**src/rtl/instr_receive.sv**
```systemverilog
// rtl/instr_receive.sv - receive side of the instruction transfer link.
// Drives syn, captures the acked stream into a buffer and serves registered reads.
module instr_receive #(
  parameter int IWIDTH  = 32,
  parameter int DEPTH   = 5,
  parameter int AWIDTH  = 3,
  parameter int TIMEOUT = 16
) (
  input  logic              r_clk,
  input  logic              r_rst,
  output logic              r_o_syn,
  input  logic [IWIDTH-1:0] r_i_instr,
  input  logic              r_i_ack,
  input  logic              r_i_last,
  output logic              r_o_ready,
  output logic              r_o_err,
  output logic [AWIDTH-1:0] r_o_count,
  input  logic [AWIDTH-1:0] r_i_raddr,
  output logic [IWIDTH-1:0] r_o_rdata,
  output logic              r_o_rvalid
);

  typedef enum logic [1:0] {IDLE, LOAD, DONE, ERR} state_t;

  // One spare count bit so a full load of 2^AWIDTH words is still representable.
  localparam logic [AWIDTH:0] DEPTH_C = (AWIDTH+1)'(DEPTH);
  localparam logic [AWIDTH:0] LAST_C  = (AWIDTH+1)'(DEPTH - 1);
  localparam logic [7:0]      TLIM    = 8'(TIMEOUT - 1);

  state_t            state, state_nxt;
  logic [AWIDTH:0]   count, count_nxt;
  logic [7:0]        tcnt, tcnt_nxt;
  logic              wr_en;
  logic [IWIDTH-1:0] mem [0:(1<<AWIDTH)-1];

  always_comb begin
    state_nxt = state;
    count_nxt = count;
    tcnt_nxt  = tcnt;
    wr_en     = 1'b0;
    case (state)
      IDLE: state_nxt = LOAD;
      LOAD: begin
        if (r_i_ack) begin
          wr_en    = 1'b1;
          tcnt_nxt = 8'd0;
          if (count != DEPTH_C)
            count_nxt = count + 1'b1;
          if (r_i_last)
            state_nxt = (count == LAST_C) ? DONE : ERR;
          else if (count == LAST_C)
            state_nxt = ERR;
        end else begin
          tcnt_nxt = tcnt + 8'd1;
          if (tcnt == TLIM)
            state_nxt = ERR;
        end
      end
      default: ;
    endcase
  end

  always_ff @(posedge r_clk) begin
    if (r_rst) begin
      state      <= IDLE;
      count      <= '0;
      tcnt       <= 8'd0;
      r_o_syn    <= 1'b0;
      r_o_ready  <= 1'b0;
      r_o_err    <= 1'b0;
      r_o_rdata  <= '0;
      r_o_rvalid <= 1'b0;
    end else begin
      state     <= state_nxt;
      count     <= count_nxt;
      tcnt      <= tcnt_nxt;
      r_o_syn   <= (state_nxt == LOAD);
      r_o_ready <= (state_nxt == DONE);
      r_o_err   <= (state_nxt == ERR);
      if (r_o_ready && ({1'b0, r_i_raddr} < DEPTH_C)) begin
        r_o_rdata  <= mem[r_i_raddr];
        r_o_rvalid <= 1'b1;
      end else begin
        r_o_rdata  <= '0;
        r_o_rvalid <= 1'b0;
      end
    end
  end

  // Buffer is never cleared; reads are gated by r_o_ready instead.
  always_ff @(posedge r_clk) begin
    if (wr_en && !r_rst)
      mem[count[AWIDTH-1:0]] <= r_i_instr;
  end

  assign r_o_count = count[AWIDTH-1:0];

endmodule
```
**config.mk**
```make
export PLATFORM = sky130hd
export DESIGN_NAME = instr_receive
export DESIGN_NICKNAME = d
export VERILOG_FILES = /design/src/rtl/instr_receive.sv
export SDC_FILE = /design/constraint.sdc
export NUM_CORES = 1
export LEC_CHECK = 0
export CAP_MARGIN = 10
export CORE_MARGIN = 10
export CORE_UTILIZATION = 46
export DETAILED_ROUTE_END_ITERATION = 10
export HOLD_SLACK_MARGIN = 0.03
export PLACE_DENSITY = 0.67
export SLEW_MARGIN = 20
export SYNTH_ARGS = -nofsm -noshare
export SYNTH_HDL_FRONTEND = slang
export SYNTH_SLANG_ARGS = --single-unit
```
**constraint.sdc**
```tcl
create_clock -name r_clk -period 4.7 [get_ports r_clk]
set_input_delay 0.94 -clock r_clk [delete_from_list [all_inputs] [get_ports r_clk]]
set_output_delay 0.94 -clock r_clk [all_outputs]
set_load 0.02 [all_outputs]
```
==> key figures <==
Floorplan
  • Chip width: 148 µm
  • Die area: 21800 µm²
  • Die Ht: 148 µm
  • Core Area: 15900 µm²
  • Boundary Pins: 78
  • Num rows: 46
  • Starting Density: 0.471

Cells and area
  • Share of cells above drive strength 1: 0.168
  • Multi-input gate area: 1570 µm²
  • Area Overhead vs Synth: 22.6%
  • Fill cells: 1210
  • Antenna Cells: 0
  • Nets: 508
  • FF+latch area: 5810 µm²

Timing
  • Final min period: 2.91 ns
  • Worst Clk Skew: 0.00872 ns
  • Crit share post-route: 0.620
  • RSZ-0062 raised after global routing: false
  • Final Max Slew Viols: 0
  • Final hold violation count: 0
  • Slew headroom: 0.271
  • Measured slew at the worst slew-check pin: 1.09 ns
  • Final setup viols: 0
  • Post-layout worst setup margin: 1.79 ns
  • Fmax: 343 MHz
  • Setup TNS: 0 ns

Global routing
  • Initial antenna violation count: 0
  • First-pass GRT wire length: 22400 µm
  • Vias in the first global route: 3936
  • Maximum number of pins on one net before global-route repair: 35
  • Grt ovf: 0
  • GRT Overall Usage: 0.129

Critical path
  • Worst r2r src: state[0]
  • Setup crit end: mem[2][30]
  • Critical path arrival: 3.01 ns
  • Reg2reg path depth: 3
  • Worst reg2reg setup slack: 2.36 ns
  • Worst setup EP type: register
  • CP Launch Type: input port
  • Worst R2R End: mem[2][30]
  • Crit-path max cell delay: 0.89 ns
  • Worst EP required: 4.80 ns
  • Crit Path Max Fanout: 32
  • Critical-path cell list: clkdlybuf4s50_1 > and3b_1 > nand3_1 > nor2_4
  • CP max-delay cell: nor2_4
  • Crit Path Class: input port to register
  • Origin of the worst setup path: r_i_ack

Placed design
  • Final HPWL DP: 8220 µm
  • Pre-CTS setup slack: 1.28 ns
  • Placer Congestion: 0.814
  • IO Port Bufs: 77

Synthesis
  • Synth top area share: 0.639
  • Synth Instances: 379
  • Post-synth ARST share: 0
  • Leading post-synthesis cells by cell area: edfxtp_1 64%, dfxtp_1 13%, mux4_2 9.6%
  • Synth warn: 0
  • Library cells used by synthesis: 43
  • Post-Syn Nets: 422
  • Flops & latches, synth: 210
  • Sequential element share of the synthesized area: 0.773
  • Mapped Area: 7510 µm²
  • Avg Inst Size Synth: 19.8 µm²
  • EDFF count, synth: 160
  • Ys flop type: edfxtp_1
  • Cell taking the most area after synthesis: edfxtp_1

Clock tree
  • Clock Sink Count: 210
  • Post-CTS Setup Bufs: 0
  • Total CTS buffers: 22
  • Root buf cell: clkbuf_16
  • CTS tree: yes
  • Clock Latency Late Sink: 0.49 ns
  • CTS max path bufs: 3
  • Htree depth: 1
  • Post-cts gate resize count: 0
  • Clock slew at reported path FFs: 0.06 ns
  • Hold-fix buffers, CTS: 0

Power and ir drop
  • LEAKAGE: 3.02 nW
  • Cell Pwr Density: 415 nW/µm²
  • Worst vdd ir: 0.229 mV
  • Final total power: 3.82 mW

Routing
  • Post-route ant nets: 0
  • Via density per instance: 5.33
  • Residual DRC count: 0
  • Initial DRC count: 234
  • Via count: 3712
  • WL/cell: 20.1 µm
  • DR pass1 iterations: 4
  • Post-Route WL: 14000 µm

Run
  • Max-Cap Viols: 0

Min path
  • Worst hold path type: register to register

Outcome
  • Outcome: finished, final reports clean
per-stage QoR:
stage	util	instances	hold slack, ns	cell area [µm²]
detailed placement	0.531	655	0.441	8460
CTS	0.575	695	0.447	9160
finish	0.578	697	0.448	9210
floorplan	-	379	0.436	7510
global placement	0.531	655	0.443	8460
global route	0.578	697	0.482	9210
final cells by class:
| type | count | share of cell area |
|---|---|---|
| Timing Repair Buffer | 83 | 0.0910 |
| Clock buffer | 31 | 0.0690 |
| Tap cell | 216 | 0.0293 |
| Sequential cell | 210 | 0.630 |
| Multi-Input combinational cell | 142 | 0.171 |
| Clock inverter | 9 | 0.00733 |
| Inverter | 6 | 0.00244 |
worst max-delay path, delay by kind of cell:
| kind | cells | cell delay, ns |
|---|---|---|
| buffers and inverters | 1 | 0.56 |
| and+or+nand+nor | 3 | 1.49 |
cells in the final DEF (no fill, tap or decap), types with 2 or more instances in the layout:
cell	instances
clkdlybuf4s50_1	75
buf_2	2
dfxtp_1	50
a211oi_1	2
clkinv_1	4
nand2b_1	2
nor3_2	2
edfxtp_1	160
a22o_1	32
nor2_4	4
or3_1	3
nor2_1	5
clkbuf_8	3
and3b_1	3
clkinv_2	3
o21ai_0	5
clkbuf_1	5
nand2_1	3
ha_1	4
or4_1	3
buf_4	4
inv_1	6
clkbuf_16	23
xor2_1	2
o31ai_1	3
nor3_1	2
a21oi_1	7
nand3b_1	3
nand4_1	2
nand3_1	7
mux4_2	32
logic make-up (layout without fill, tap and decap cells):
group,Yosys count,count (layout),synth area share
AO/OA/AOI/OAI,58,58,0.0599
AND/OR/NAND/NOR,45,45,0.0376
adder cells (fa/ha/maj),4,4,0.00666
flip-flops,210,210,0.773
buffers and inverters,27,129,0.0236
XOR/XNOR,2,2,0.00233
multiplexers,33,33,0.0972
flip-flops by register name (all words and copies together), names as in the netlist:
signal and count:
r_o_syn 1, r_o_ready 1, r_o_err 1, count 4, tcnt 8, mem 160, r_o_rvalid 1, r_o_rdata 32
state 2
per-layer routing:
metal	track usage	up-vias	share of wire
met5	0	-	0
met4	0.0342	0	0.011
met3	0.0345	12	0.077
met2	0.212	119	0.48
met1	0.165	1874	0.43
li1	-	1707	-
cells in the mapped netlist, drive strengths merged, types with 2 or more instances:
cell,n
edfxtp,160
dfxtp,50
a22o,32
mux4,32
buf,15
nor2,9
a21oi,7
nand3,7
clkbuf,6
inv,6
o21ai,5
ha,4
nor3,4
and3b,3
nand2,3
nand2b,3
nand3b,3
o31ai,3
or3,3
or4,3
a211oi,2
nand4,2
xor2,2
worst min-delay path by stage:
| stage | depth (start not counted) | startpoint | to | slack (ns) |
|---|---|---|---|---|
| floorplan | 1 | mem[4][5] | r_o_rdata[5] | 0.44 |
| global placement | 1 | mem[4][5] | r_o_rdata[5] | 0.44 |
| detailed placement | 1 | mem[4][5] | r_o_rdata[5] | 0.44 |
| CTS | 1 | mem[4][5] | r_o_rdata[5] | 0.45 |
| global route | 1 | mem[4][5] | r_o_rdata[5] | 0.48 |
| finish | 1 | mem[4][5] | r_o_rdata[5] | 0.45 |
report_power, final:
group,switching (mW),total (mW),internal (mW)
sequential,0.00864,2.02,2.01
clock,0.659,1.65,0.994
combinational,0.0726,0.146,0.0730
total,0.740,3.82,3.08
Note: power is estimated with default switching activity, not from simulation.
